==> src/rtl/multicycle_control.sv <==
// Main control FSM for a multicycle RV32I-subset datapath.
// Outputs are decoded from the state register; mem_ready, zero and the instruction fields qualify a few of them.
module multicycle_control (
   input  logic       clk,
   input  logic       rst_n,
   input  logic [6:0] op,
   input  logic [2:0] funct3,
   input  logic       funct7b5,
   input  logic       zero,
   input  logic       mem_ready,
   output logic       PCWrite,
   output logic       AdrSrc,
   output logic       MemRead,
   output logic       MemWrite,
   output logic       IRWrite,
   output logic       RegWrite,
   output logic [1:0] ALUSrcA,
   output logic [1:0] ALUSrcB,
   output logic [3:0] ALUControl,
   output logic [1:0] ResultSrc,
   output logic [2:0] ImmSrc,
   output logic [3:0] state,
   output logic       instr_done,
   output logic       illegal
);

   localparam int unsigned STATE_W = 4;
   localparam int unsigned ALU_W   = 4;

   localparam logic [6:0] OP_LOAD  = 7'b0000011;
   localparam logic [6:0] OP_STORE = 7'b0100011;
   localparam logic [6:0] OP_R     = 7'b0110011;
   localparam logic [6:0] OP_I     = 7'b0010011;
   localparam logic [6:0] OP_JAL   = 7'b1101111;
   localparam logic [6:0] OP_BR    = 7'b1100011;
   localparam logic [6:0] OP_JALR  = 7'b1100111;

   localparam logic [ALU_W-1:0] ALU_ADD = ALU_W'(0);
   localparam logic [ALU_W-1:0] ALU_SUB = ALU_W'(1);
   localparam logic [ALU_W-1:0] ALU_AND = ALU_W'(2);
   localparam logic [ALU_W-1:0] ALU_OR  = ALU_W'(3);
   localparam logic [ALU_W-1:0] ALU_XOR = ALU_W'(4);

   typedef enum logic [STATE_W-1:0] {
      S_FETCH     = 4'd0,
      S_DECODE    = 4'd1,
      S_MEMADR    = 4'd2,
      S_MEMREAD   = 4'd3,
      S_MEMWB     = 4'd4,
      S_MEMWRITE  = 4'd5,
      S_EXEC_R    = 4'd6,
      S_EXEC_I    = 4'd7,
      S_ALUWB     = 4'd8,
      S_JAL       = 4'd9,
      S_BRANCH    = 4'd10,
      S_JALR_TGT  = 4'd11,
      S_JALR_LINK = 4'd12,
      S_TRAP      = 4'd13
   } state_t;

   state_t state_q, state_d;
   logic   alu_f3_ok;

   function automatic logic [ALU_W-1:0] alu_op(input logic [2:0] f3, input logic sub);
      case (f3)
         3'b000:  alu_op = sub ? ALU_SUB : ALU_ADD;
         3'b100:  alu_op = ALU_XOR;
         3'b110:  alu_op = ALU_OR;
         3'b111:  alu_op = ALU_AND;
         default: alu_op = ALU_ADD;
      endcase
   endfunction

   assign alu_f3_ok = (funct3 == 3'b000) || (funct3 == 3'b100) ||
                      (funct3 == 3'b110) || (funct3 == 3'b111);
   assign state     = state_q;

   always_ff @(posedge clk or negedge rst_n) begin
      if (!rst_n) state_q <= S_FETCH;
      else        state_q <= state_d;
   end

   always_comb begin
      state_d    = state_q;
      PCWrite    = 1'b0;
      AdrSrc     = 1'b0;
      MemRead    = 1'b0;
      MemWrite   = 1'b0;
      IRWrite    = 1'b0;
      RegWrite   = 1'b0;
      ALUSrcA    = 2'b00;
      ALUSrcB    = 2'b00;
      ALUControl = ALU_ADD;
      ResultSrc  = 2'b00;
      ImmSrc     = 3'b000;
      instr_done = 1'b0;
      illegal    = 1'b0;
      case (state_q)
         S_FETCH: begin
            MemRead   = 1'b1;
            ALUSrcB   = 2'b10;
            ResultSrc = 2'b10;
            PCWrite   = mem_ready;
            IRWrite   = mem_ready;
            if (mem_ready) state_d = S_DECODE;
         end
         // Branch/jump target is computed here from OldPC + imm and held in ALUOut.
         S_DECODE: begin
            ALUSrcA = 2'b01;
            ALUSrcB = 2'b01;
            ImmSrc  = (op == OP_JAL) ? 3'b011 : 3'b010;
            case (op)
               OP_LOAD, OP_STORE: state_d = S_MEMADR;
               OP_R:    state_d = (alu_f3_ok && !(funct7b5 && funct3 != 3'b000)) ? S_EXEC_R : S_TRAP;
               OP_I:    state_d = alu_f3_ok ? S_EXEC_I : S_TRAP;
               OP_JAL:  state_d = S_JAL;
               OP_BR:   state_d = (funct3[2:1] == 2'b00) ? S_BRANCH : S_TRAP;
               OP_JALR: state_d = S_JALR_TGT;
               default: state_d = S_TRAP;
            endcase
         end
         S_MEMADR: begin
            ALUSrcA = 2'b10;
            ALUSrcB = 2'b01;
            ImmSrc  = (op == OP_STORE) ? 3'b001 : 3'b000;
            state_d = (op == OP_STORE) ? S_MEMWRITE : S_MEMREAD;
         end
         S_MEMREAD: begin
            MemRead = 1'b1;
            AdrSrc  = 1'b1;
            if (mem_ready) state_d = S_MEMWB;
         end
         S_MEMWRITE: begin
            MemWrite   = 1'b1;
            AdrSrc     = 1'b1;
            instr_done = mem_ready;
            if (mem_ready) state_d = S_FETCH;
         end
         S_MEMWB: begin
            ResultSrc  = 2'b01;
            RegWrite   = 1'b1;
            instr_done = 1'b1;
            state_d    = S_FETCH;
         end
         S_EXEC_R: begin
            ALUSrcA    = 2'b10;
            ALUControl = alu_op(funct3, funct7b5);
            state_d    = S_ALUWB;
         end
         S_EXEC_I: begin
            ALUSrcA    = 2'b10;
            ALUSrcB    = 2'b01;
            ALUControl = alu_op(funct3, 1'b0);
            state_d    = S_ALUWB;
         end
         S_ALUWB: begin
            RegWrite   = 1'b1;
            instr_done = 1'b1;
            state_d    = S_FETCH;
         end
         S_JAL: begin
            ALUSrcA = 2'b01;
            ALUSrcB = 2'b10;
            PCWrite = 1'b1;
            state_d = S_ALUWB;
         end
         S_BRANCH: begin
            ALUSrcA    = 2'b10;
            ALUControl = ALU_SUB;
            instr_done = 1'b1;
            PCWrite    = funct3[0] ? ~zero : zero;
            state_d    = S_FETCH;
         end
         S_JALR_TGT: begin
            ALUSrcA   = 2'b10;
            ALUSrcB   = 2'b01;
            ResultSrc = 2'b10;
            PCWrite   = 1'b1;
            state_d   = S_JALR_LINK;
         end
         S_JALR_LINK: begin
            ALUSrcA = 2'b01;
            ALUSrcB = 2'b10;
            state_d = S_ALUWB;
         end
         S_TRAP: illegal = 1'b1;
         default: state_d = S_FETCH;
      endcase
   end

endmodule

==> config.mk <==
export PLATFORM = sky130hd
export DESIGN_NAME = multicycle_control
export DESIGN_NICKNAME = d
export VERILOG_FILES = /design/src/rtl/multicycle_control.sv
export SDC_FILE = /design/constraint.sdc
export NUM_CORES = 1
export LEC_CHECK = 0
export BUFFER_PORTS_ARGS = -buffer_cell sky130_fd_sc_hd__buf_2
export CAP_MARGIN = 20
export CORE_MARGIN = 2
export CORE_UTILIZATION = 45
export DETAILED_ROUTE_END_ITERATION = 8
export PLACE_DENSITY = 0.8
export SETUP_SLACK_MARGIN = 0.1
export SLEW_MARGIN = 20
export SYNTH_ARGS = -nofsm -noshare
export SYNTH_HDL_FRONTEND = slang
export SYNTH_SLANG_ARGS = --single-unit
==> constraint.sdc <==
create_clock -name clk -period 1.65 [get_ports clk]
set_clock_uncertainty 0.05 [all_clocks]
set_input_delay 0.165 -clock clk [delete_from_list [all_inputs] [get_ports clk]]
set_output_delay 0.165 -clock clk [all_outputs]
set_load 0.01 [all_outputs]
==> results of run 1 <==
==> worst max-delay path by stage <==
stage / endpoint / slack (ns) / startpoint
floorplan: ALUControl[2] / 0.15 / state[1]
global placement: state[1] / 0.18 / state[2]
detailed placement: ALUControl[0] / 0.12 / state[2]
CTS: ALUControl[0] / 0.01 / state[3]
global route: ALUSrcB[0] / -0.14 / state[2]
finish: ALUSrcB[0] / -0.12 / state[2]
==> cell type report <==
type / count / area share, %
clock buffer: 3 / 1.768
timing repair buffer: 65 / 34.58
sequential: 4 / 8.251
multi-input combinational: 97 / 51.87
inverter: 6 / 1.965
tap: 16 / 1.572
==> worst reg2reg max path, cell delays in order, from the launching register on <==
cell and delay, ns:
sky130_fd_sc_hd__dfrtp_2 0.43, sky130_fd_sc_hd__buf_4 0.15, sky130_fd_sc_hd__or2_2 0.31, sky130_fd_sc_hd__o32a_1 0.34
sky130_fd_sc_hd__a32oi_1 0.22
==> through the flow <==
stage / setup TNS [ns] / hold WS (ns) / worst slack [ns]
2_1_floorplan: 0 / -0.1806 / 0.1451
3_3_place_gp: 0 / -0.07729 / 0.1796
3_5_place_dp: 0 / -0.07567 / 0.1236
4_1_cts: 0 / 0.2047 / 0.01451
5_1_grt: -0.5402 / 0.2111 / -0.1384
6_report: -0.2728 / 0.2024 / -0.1221
==> synth_stat cells (all sizes together) (3+ instances only) <==
library cell | instances | area [sq um]
inv | 6 | 22.52
dfrtp | 4 | 100.1
nor2 | 15 | 56.30
nand2 | 11 | 41.29
nor2b | 4 | 25.02
buf | 9 | 65.06
nand2b | 6 | 37.54
and2 | 3 | 18.77
nor3 | 7 | 35.03
o21ai | 3 | 15.01
nand3 | 4 | 20.02
a21oi | 8 | 43.79
==> kinds of logic after synthesis <==
logic type	share of synthesized area (%)
XOR/XNOR	3.410
buffers and inverters	12.34
AO/OA/AOI/OAI	28.90
AND/OR/NAND/NOR	41.89
other	0.4865
flip-flops	12.99
==> repair_timing <==
action	CTS	global route
hold endpoints to repair	4	0
buffers inserted	10	7
gates resized for setup	21	13
hold buffers	1	0
pin swaps	2	4
endpoints found under the setup margin	18	14
==> layer usage <==
layer	routed length (microns)	global-route usage [%]
met2	1477	48.17
met5	0	0
met4	108	8.235
met1	1226	31.96
met3	261	1.984
==> power groups by stage <==
stage | combinational (mW) | clock, mW | sequential (mW)
after global placement | 1.01 | 0 | 0.195
after detailed placement | 1.02 | 0 | 0.201
after global routing | 1.61 | 0.152 | 0.211
final | 1.52 | 0.152 | 0.205
after CTS | 1.25 | 0.130 | 0.201
after floorplan | 0.653 | 0 | 0.178
==> run_results.csv, run 1 <==
group,metric,value,unit
run_status,outcome,"finished, violations left",
run_status,violations,"negative setup slack",
min_path,hold_path_class,"in -> async",
timing,report.final.setup_viol,5,
layout,filler_cells_inserted,103,
setup_path,critical_path_required,1.43,ns
placed_design,dp_hpwl,1765,microns
placed_design,dp.cells,170,
routing,drt_iter0_drc,43,
global_route,groute.usage.overall,26.29,%
clock_network,clkSinkCount,4,
clock_network,worst_setup_hold_path_clk_slew,0.05,ns
yosys,yosys_register_bits,4,
yosys,mappedNetlistArea,770.7,sq um
die,initial_core_util,49.44,%
clock_network,htree_num_levels,1,
yosys,ys_warn_count,0,
yosys,sequential_cell_area_fraction_in_the_yosys_report,12.99,%
die,floorplan.die.width,45.39,microns
placed_design,numPortBuffers,37,
global_route,largest_net_degree_at_the_start_of_global_routing,16,
layout,final-instance-count-excl-fill,191,
setup_path,capture_instance_of_the_worst_register_to_register_path,"state[1]",
global_route,initial_antenna_violation_count,0,
layout,postLayoutCellArea,1274,sq um
setup_path,crit-reg2reg-launch,"state[3]",
placed_design,routabilityCongestion,0.8628,
die,core_area,1559,sq um
die,floorplan.rows,14,
clock_network,clk-insertion-delay-late,0.26,ns
layout,layout.core_utilization,81.70,%
pwr,p_sw,0.9012,mW
clock_network,tritoncts.num_buffers,3,
yosys,synth_cell_type_count,44,
die,floorplan.io_pins,40,
setup_path,critical_path_s_largest_stage_delay,0.47,ns
setup_path,rr_worst_depth,4,
yosys,number_of_flops_mapped_to_enable_cells_by_yosys,0,
global_route,global_route_wire_length_before_repair,4008,microns
layout,flow.area_growth_from_synthesis,65.26,%
routing,vias_after_detailed_routing,1183,
layout,diodes,0,
global_route,number_of_global_route_vias_before_repair,928,
pwr,power-per-cell-area,1477,nW/um^2
setup_path,timing.critical_path.cells,"buf_4, nor2_4, nor2_1, a21oi_1, a22o_1, buf_2",
routing,drt-total-wl,3074,microns
layout,multiInputGateArea,660.6,sq um
setup_path,critical_path_class,"reg -> out",
timing,post-route-min-period,1.772,ns
pwr,power.switching_fraction,47.90,%
timing,final_hold_fails,0,
die,dieHeight,45.39,microns
layout,final_common_cell,"sky130_fd_sc_hd__buf_2",
routing,vias_per_cell,6.194,
timing,final.period_utilization,107.4,%
setup_path,critical_path_arrival,1.56,ns
layout,largest_register_ffs,4,
setup_path,critPathSlowestCell,"sky130_fd_sc_hd__dfrtp_2",
pwr,power.clock.fraction,8.1,%
layout,seq_area,105.1,sq um
yosys,netlist_instances,116,
clock_network,cts_tree,"yes",
clock_network,clk_root_buffer_cell,"sky130_fd_sc_hd__clkbuf_4",
pwr,worst_ir_drop_on_vdd,0.7313,mV
flow_run,cap_viol_max_count,0,
clock_network,cts_max_path_buffers,2,
pwr,comb_power_share,81.1,%
routing,drt.antenna.violating_nets,0,
layout,drive_above_1_share,52.00,%
timing,final.setup.worst_slack,-0.1221,ns
pwr,total_leakage_power,0.6187,nW
routing,drt_drc_violations_left,0,
pwr,internal-power,0.9801,mW
setup_path,setup_slack_on_the_worst_flop_to_flop_path,0.05,ns
die,fp.dieArea,2060,sq um
routing,drtPass1Iterations,4,
pwr,power.sequential.fraction,10.9,%
setup_path,cp_num_buf_inv,2,
setup_path,path_max_fanout,7,
layout,commonest_cells_after_routing_fill_and_taps_aside,"sky130_fd_sc_hd__buf_2 (37), sky130_fd_sc_hd__buf_4 (19), sky130_fd_sc_hd__nor2_1 (12), sky130_fd_sc_hd__nand2_1 (11), sky130_fd_sc_hd__nor3_1 (7)",
pwr,finalPower,1.881,mW
setup_path,timing.critical_path.max_delay_family,"flip-flops",
timing,rsz0062_at_grt,"true",
routing,drt-wirelength-per-cell,16.09,microns
setup_path,timing.critical_path.depth,6,
timing,drv_slew,0,
layout,layout.nets,192,
placed_design,dpl_cell_area,982.2,sq um
timing,achievable_clock_frequency,564.3,MHz
setup_path,worst_setup_path_start_kind,"register",
global_route,grt.overflow.total,0,
yosys,most_used_flip_flop_cell_after_synthesis,"sky130_fd_sc_hd__dfrtp_1",
yosys,synth-async-reset-ratio,100.0,%
yosys,syn-mean-instance-area,6.644,sq um
setup_path,crit_path_end_kind,"output pin",
Note: power is estimated with default switching activity, not from simulation.
==> inputs of run 2 (changes only) <==
BUFFER_PORTS_ARGS = unset   (was -buffer_cell sky130_fd_sc_hd__buf_2)
CORE_AREA = 2 2 39 41   (was unset)
CORE_MARGIN = unset   (was 2)
CORE_UTILIZATION = unset   (was 45)
CTS_CLUSTER_SIZE = 10   (was unset)
DIE_AREA = 0 0 41 43   (was unset)
DONT_BUFFER_PORTS = 1   (was unset)
PLACE_DENSITY = 0.73   (was 0.8)
REMOVE_ABC_BUFFERS = 1   (was unset)
==> run 2 against run 1 <==
  * Flip-flop and latch count stayed put
  * Critical path depth is 2 lower
  * Total power is 11% lower
  * Non-clock buffer count is 37 lower
  * Design area is 15% lower
  * Highest routed layer unchanged
  * Core utilization is 3.1 points lower
  * Fmax is 8.3% higher
  * The run now ends clean
  * Sequential share of layout area is 1.4 points higher
==> run_results.csv, run 2 (same netlist as run 1, synthesis figures left out) <==
group,metric,value,unit
routing,vias_per_cell,6.377,
clock_network,cts_max_path_buffers,2,
timing,final_hold_fails,0,
placed_design,numPortBuffers,0,
setup_path,critical_path_class,"reg -> out",
flow_run,cap_viol_max_count,0,
timing,final.period_utilization,99.19,%
layout,commonest_cells_after_routing_fill_and_taps_aside,"sky130_fd_sc_hd__buf_4 (25), sky130_fd_sc_hd__nor2_1 (11), sky130_fd_sc_hd__nand2_1 (10), sky130_fd_sc_hd__inv_1 (6)",
min_path,min_path_cells,2,
global_route,largest_net_degree_at_the_start_of_global_routing,11,
setup_path,path_max_fanout,6,
pwr,finalPower,1.667,mW
min_path,hold_path_class,"in -> reg",
die,floorplan.die.width,41,microns
layout,seq_area,105.1,sq um
layout,largest_register_ffs,4,
clock_network,clk_root_buffer_cell,"sky130_fd_sc_hd__clkbuf_4",
routing,drt-wirelength-per-cell,17.33,microns
routing,drt_iter0_drc,25,
routing,drtPass1Iterations,4,
layout,postLayoutCellArea,1087,sq um
global_route,global_route_wire_length_before_repair,3622,microns
layout,drive_above_1_share,42.03,%
die,dieHeight,43,microns
placed_design,routabilityCongestion,0.8713,
routing,drt.antenna.violating_nets,0,
layout,filler_cells_inserted,111,
die,core_area,1384,sq um
setup_path,crit_path_end_kind,"output pin",
setup_path,worst_setup_path_start_kind,"register",
die,floorplan.rows,14,
pwr,power-per-cell-area,1533,nW/um^2
timing,post-route-min-period,1.637,ns
setup_path,critPathSlowestCell,"sky130_fd_sc_hd__dfrtp_2",
die,initial_core_util,55.70,%
clock_network,htree_num_levels,1,
min_path,hold_start,"op[3]",
setup_path,critical_path_required,1.43,ns
routing,vias_after_detailed_routing,982,
run_status,outcome,"finished, final reports clean",
clock_network,clkSinkCount,4,
layout,multiInputGateArea,696.9,sq um
die,fp.dieArea,1763,sq um
layout,diodes,0,
routing,drt-total-wl,2669,microns
routing,drt_drc_violations_left,0,
clock_network,cts_tree,"yes",
clock_network,worst_setup_hold_path_clk_slew,0.04,ns
global_route,groute.usage.overall,29.20,%
clock_network,tritoncts.num_buffers,3,
timing,report.final.setup_viol,0,
clock_network,clk-insertion-delay-late,0.23,ns
pwr,worst_ir_drop_on_vdd,0.6424,mV
die,floorplan.io_pins,40,
timing,rsz0062_at_grt,"true",
timing,drv_slew,0,
setup_path,critical_path_s_largest_stage_delay,0.45,ns
layout,flow.area_growth_from_synthesis,41.07,%
global_route,grt.overflow.total,0,
global_route,initial_antenna_violation_count,0,
setup_path,timing.critical_path.cells,"nand2b_4, buf_6, o32ai_4, and2_4",
timing,achievable_clock_frequency,611.0,MHz
setup_path,rr_worst_depth,4,
min_path,hold_path_end,"state[1]",
placed_design,dpl_cell_area,864.6,sq um
setup_path,critical_path_arrival,1.42,ns
pwr,total_leakage_power,0.4458,nW
global_route,number_of_global_route_vias_before_repair,863,
setup_path,crit-reg2reg-launch,"state[3]",
layout,final-instance-count-excl-fill,154,
setup_path,capture_instance_of_the_worst_register_to_register_path,"state[1]",
placed_design,dp.cells,142,
timing,hold-worst-slack,0.1103,ns
layout,final_common_cell,"sky130_fd_sc_hd__buf_4",
placed_design,dp_hpwl,1660,microns
setup_path,setup_slack_on_the_worst_flop_to_flop_path,0.16,ns
layout,layout.nets,155,
==> run 2: cell types whose count changed in the layout (fill, tap and decap cells not counted), sizes merged <==
cell and delta:
buf -37
==> run 2: layout make-up <==
class                           count  share of cell area, %
Clock buffer                        3                  2.071
Inverter                            6                  2.071
Multi-Input combinational cell     97                  64.10
Sequential cell                     4                  9.666
Tap cell                           16                  1.841
Timing Repair Buffer               28                  20.25
==> run 2: power by group <==
| part | internal (mW) | leakage, nW | switching, mW |
|---|---|---|---|
| clock network | 0.0812 | 0.0138 | 0.0379 |
| logic | 0.624 | 0.386 | 0.709 |
| registers | 0.139 | 0.0462 | 0.0759 |
==> run 2: per-layer routing <==
metal | up-vias | track usage [%] | share of wire, % | wire [microns]
met4 | 0 | 9.333 | 1.6 | 44
met2 | 49 | 47.81 | 53 | 1423
met3 | 5 | 4.188 | 7.0 | 186
met1 | 472 | 37.34 | 38 | 1014
met5 | - | 0 | 0 | 0
li1 | 456 | - | - | -
==> run 2: how the worst max path moves through the flow <==
stage	from	end	slack, ns	depth (start not counted)
6_report	state[3]	ALUControl[0]	0.01	4
3_3_place_gp	state[1]	ImmSrc[0]	0.18	4
3_5_place_dp	state[2]	state[1]	0.17	3
4_1_cts	state[0]	ImmSrc[0]	0.05	5
5_1_grt	state[3]	ALUControl[0]	-0.02	4
2_1_floorplan	state[0]	state[1]	0.05	6
==> run 2: timing repair <==
action                                  in CTS  in global routing
resized for setup                           15                 17
pin swaps                                    6                  6
setup buffers                                3                  5
hold buffers                                 1                  0
endpoints found under the setup margin      13                 14
endpoints found under the hold margin        4                  0
==> run 2: per-stage QoR <==
step	setup WS [ns]	TNS [ns]	utilization [%]
after floorplan	0.05150	0	-
after global placement	0.1799	0	62.48
after detailed placement	0.1682	0	62.48
after CTS	0.04575	0	70.61
after global routing	-0.02185	-0.05313	78.57
final	0.01331	0	78.57
==> run 2: critical path: cells and delay by family (launching register included) <==
| family | cells | cell delay [ns] |
|---|---|---|
| AND/OR/NAND/NOR | 2 | 0.36 |
| AO/OA/AOI/OAI | 1 | 0.24 |
| flip-flops | 1 | 0.45 |
| buffers and inverters | 1 | 0.14 |
==> inputs of run 3 (changes only) <==
CORE_AREA = unset   (was 2 2 39 41)
CORE_MARGIN = 2   (was unset)
CORE_UTILIZATION = 55   (was unset)
DIE_AREA = unset   (was 0 0 41 43)
clock period = 1.48 ns   (was 1.65 ns; I/O delays follow)
==> run 3 against run 2 <==
  * The run now ends with negative setup slack left
  * Combinational power grew 44%
  * Critical path depth shrank 1
  * Die area shrank 2.6%
  * Largest power group unchanged
  * Clock-buffer cell count is the same
  * Register-to-register slack lost 0.27 ns
  * Sequential power grew 14%
  * Sequential share of layout area shrank 1.3 points
  * Via count grew 22%
  * First-iteration DRC count grew to 6.0 times the previous value
  * Setup slack lost 0.26 ns
  * Final cell count grew 3.2%
  * Largest cell class unchanged
==> run_results.csv, run 3 (same netlist as run 1, synthesis figures left out) <==
group,metric,value,unit
min_path,hold_start,"op[4]",
global_route,largest_net_degree_at_the_start_of_global_routing,12,
routing,drt-wirelength-per-cell,24.94,microns
clock_network,cts_tree,"yes",
global_route,number_of_global_route_vias_before_repair,992,
setup_path,crit_path_end_kind,"output pin",
setup_path,critical_path_class,"reg -> out",
setup_path,critical_path_arrival,1.53,ns
clock_network,htree_num_levels,1,
min_path,hold_path_class,"in -> reg",
die,floorplan.die.width,41.44,microns
routing,vias_per_cell,7.547,
pwr,power-per-cell-area,1858,nW/um^2
clock_network,clkSinkCount,4,
routing,met2_length,1871,microns
setup_path,worst_setup_path_start_kind,"register",
pwr,finalPower,2.330,mW
pwr,worst_ir_drop_on_vdd,1.219,mV
routing,vias_after_detailed_routing,1200,
clock_network,tritoncts.num_buffers,3,
global_route,global_route_wire_length_before_repair,4416,microns
placed_design,dp_worst_setup_slack,0.03813,ns
layout,commonest_cells_after_routing_fill_and_taps_aside,"sky130_fd_sc_hd__buf_4 (24), sky130_fd_sc_hd__nor2_1 (10), sky130_fd_sc_hd__nand2_1 (9), sky130_fd_sc_hd__buf_6 (7), sky130_fd_sc_hd__inv_1 (5)",
routing,drt_iter0_drc,151,
flow_run,cap_viol_max_count,0,
setup_path,crit-reg2reg-launch,"state[2]",
routing,drt_drc_violations_left,0,
timing,final_hold_fails,0,
layout,filler_cells_inserted,25,
setup_path,critPathSlowestCell,"sky130_fd_sc_hd__dfrtp_2",
layout,flow.area_growth_from_synthesis,62.66,%
routing,drtPass1Iterations,5,
layout,drive_above_1_share,52.78,%
run_status,violations,"negative setup slack",
timing,post-route-min-period,1.730,ns
clock_network,cts_max_path_buffers,2,
layout,layout.core_utilization,96.35,%
die,floorplan.rows,13,
layout,final_common_cell,"sky130_fd_sc_hd__buf_4",
setup_path,worst_setup_sp,"state[2]",
global_route,initial_antenna_violation_count,0,
setup_path,critical_path_required,1.28,ns
layout,diodes,0,
timing,rsz0062_at_grt,"true",
timing,report.final.setup_viol,16,
pwr,total_leakage_power,0.4997,nW
timing,hold-worst-slack,0.08129,ns
routing,top_layer,"met4",
clock_network,clk_root_buffer_cell,"sky130_fd_sc_hd__clkbuf_4",
setup_path,cp_num_buf_inv,1,
die,initial_core_util,59.23,%
routing,met3_wl,496,microns
die,core_area,1301,sq um
setup_path,timing.critical_path.cells,"or2_2, nor3_2, buf_4",
run_status,outcome,"finished, violations left",
setup_path,timing.critical_path.max_delay_family,"simple AND/OR/NAND/NOR gates",
routing,sum_of_routed_wire_segments_on_met1,1288,microns
global_route,groute.usage.overall,31.47,%
global_route,grt.overflow.total,0,
timing,final.setup.worst_slack,-0.2505,ns
timing,drv_slew,0,
routing,drt-total-wl,3966,microns
die,dieHeight,41.44,microns
layout,layout.nets,161,
die,floorplan.io_pins,40,
placed_design,routabilityCongestion,0.9138,
layout,largest_register_ffs,4,
clock_network,worst_setup_hold_path_clk_slew,0.06,ns
clock_network,clk-insertion-delay-late,0.26,ns
routing,drt.antenna.violating_nets,0,
timing,achievable_clock_frequency,577.9,MHz
setup_path,critical_path_s_largest_stage_delay,0.48,ns
timing,final.period_utilization,116.9,%
placed_design,numPortBuffers,0,
setup_path,path_max_fanout,7,
die,fp.dieArea,1717,sq um
placed_design,dp_hpwl,1615,microns
## run 3: final timing paths
check	depth (start not counted)	slack (ns)	endpoint
min in group asynchronous	1	0.12	state[3]
setup / recovery	3	-0.25	MemRead
hold reg to reg	2	0.72	state[3]
max in group asynchronous	1	1.03	state[0]
hold / removal	2	0.08	state[2]
setup reg to reg	3	-0.11	state[1]
## run 3: area by class of cell
type / instances / area [sq um] / share of cell area, %
repair buffers: 34 / 314.1 / 25.05
flip-flops and latches: 4 / 105.1 / 8.383
multi-input cells: 97 / 770.7 / 61.48
inverters: 6 / 22.52 / 1.796
well taps: 15 / 18.77 / 1.497
clock buffers: 3 / 22.52 / 1.796
## run 3: repair_timing
item                       CTS  global route
hold endpoints to repair     4             0
cloned                       1             1
pin swaps                    9             6
gates resized for setup     23            30
setup buffers                5             7
setup endpoints to repair   22            23
hold buffers                 1             0
## run 3: layer usage
layer / vias up / global-route usage (%)
met5: - / 0
met4: 0 / 8.387
met3: 41 / 3.913
met2: 138 / 56.56
met1: 550 / 39.04
li1: 471 / -
## run 3: where the power goes
group | leakage [nW] | internal [mW] | switching (mW)
combinational | 0.440 | 0.915 | 1.01
clock | 0.0138 | 0.0924 | 0.0683
sequential | 0.0462 | 0.154 | 0.0907
## run 3: per-stage QoR
stage | instance area [sq um] | TNS, ns | cells
after detailed placement | 883.3 | 0 | 142
after CTS | 1076 | -0.6679 | 152
after floorplan | 701.9 | -0.3855 | 107
after global placement | 883.3 | 0 | 142
final | 1254 | -2.267 | 159
after global routing | 1254 | -2.659 | 159
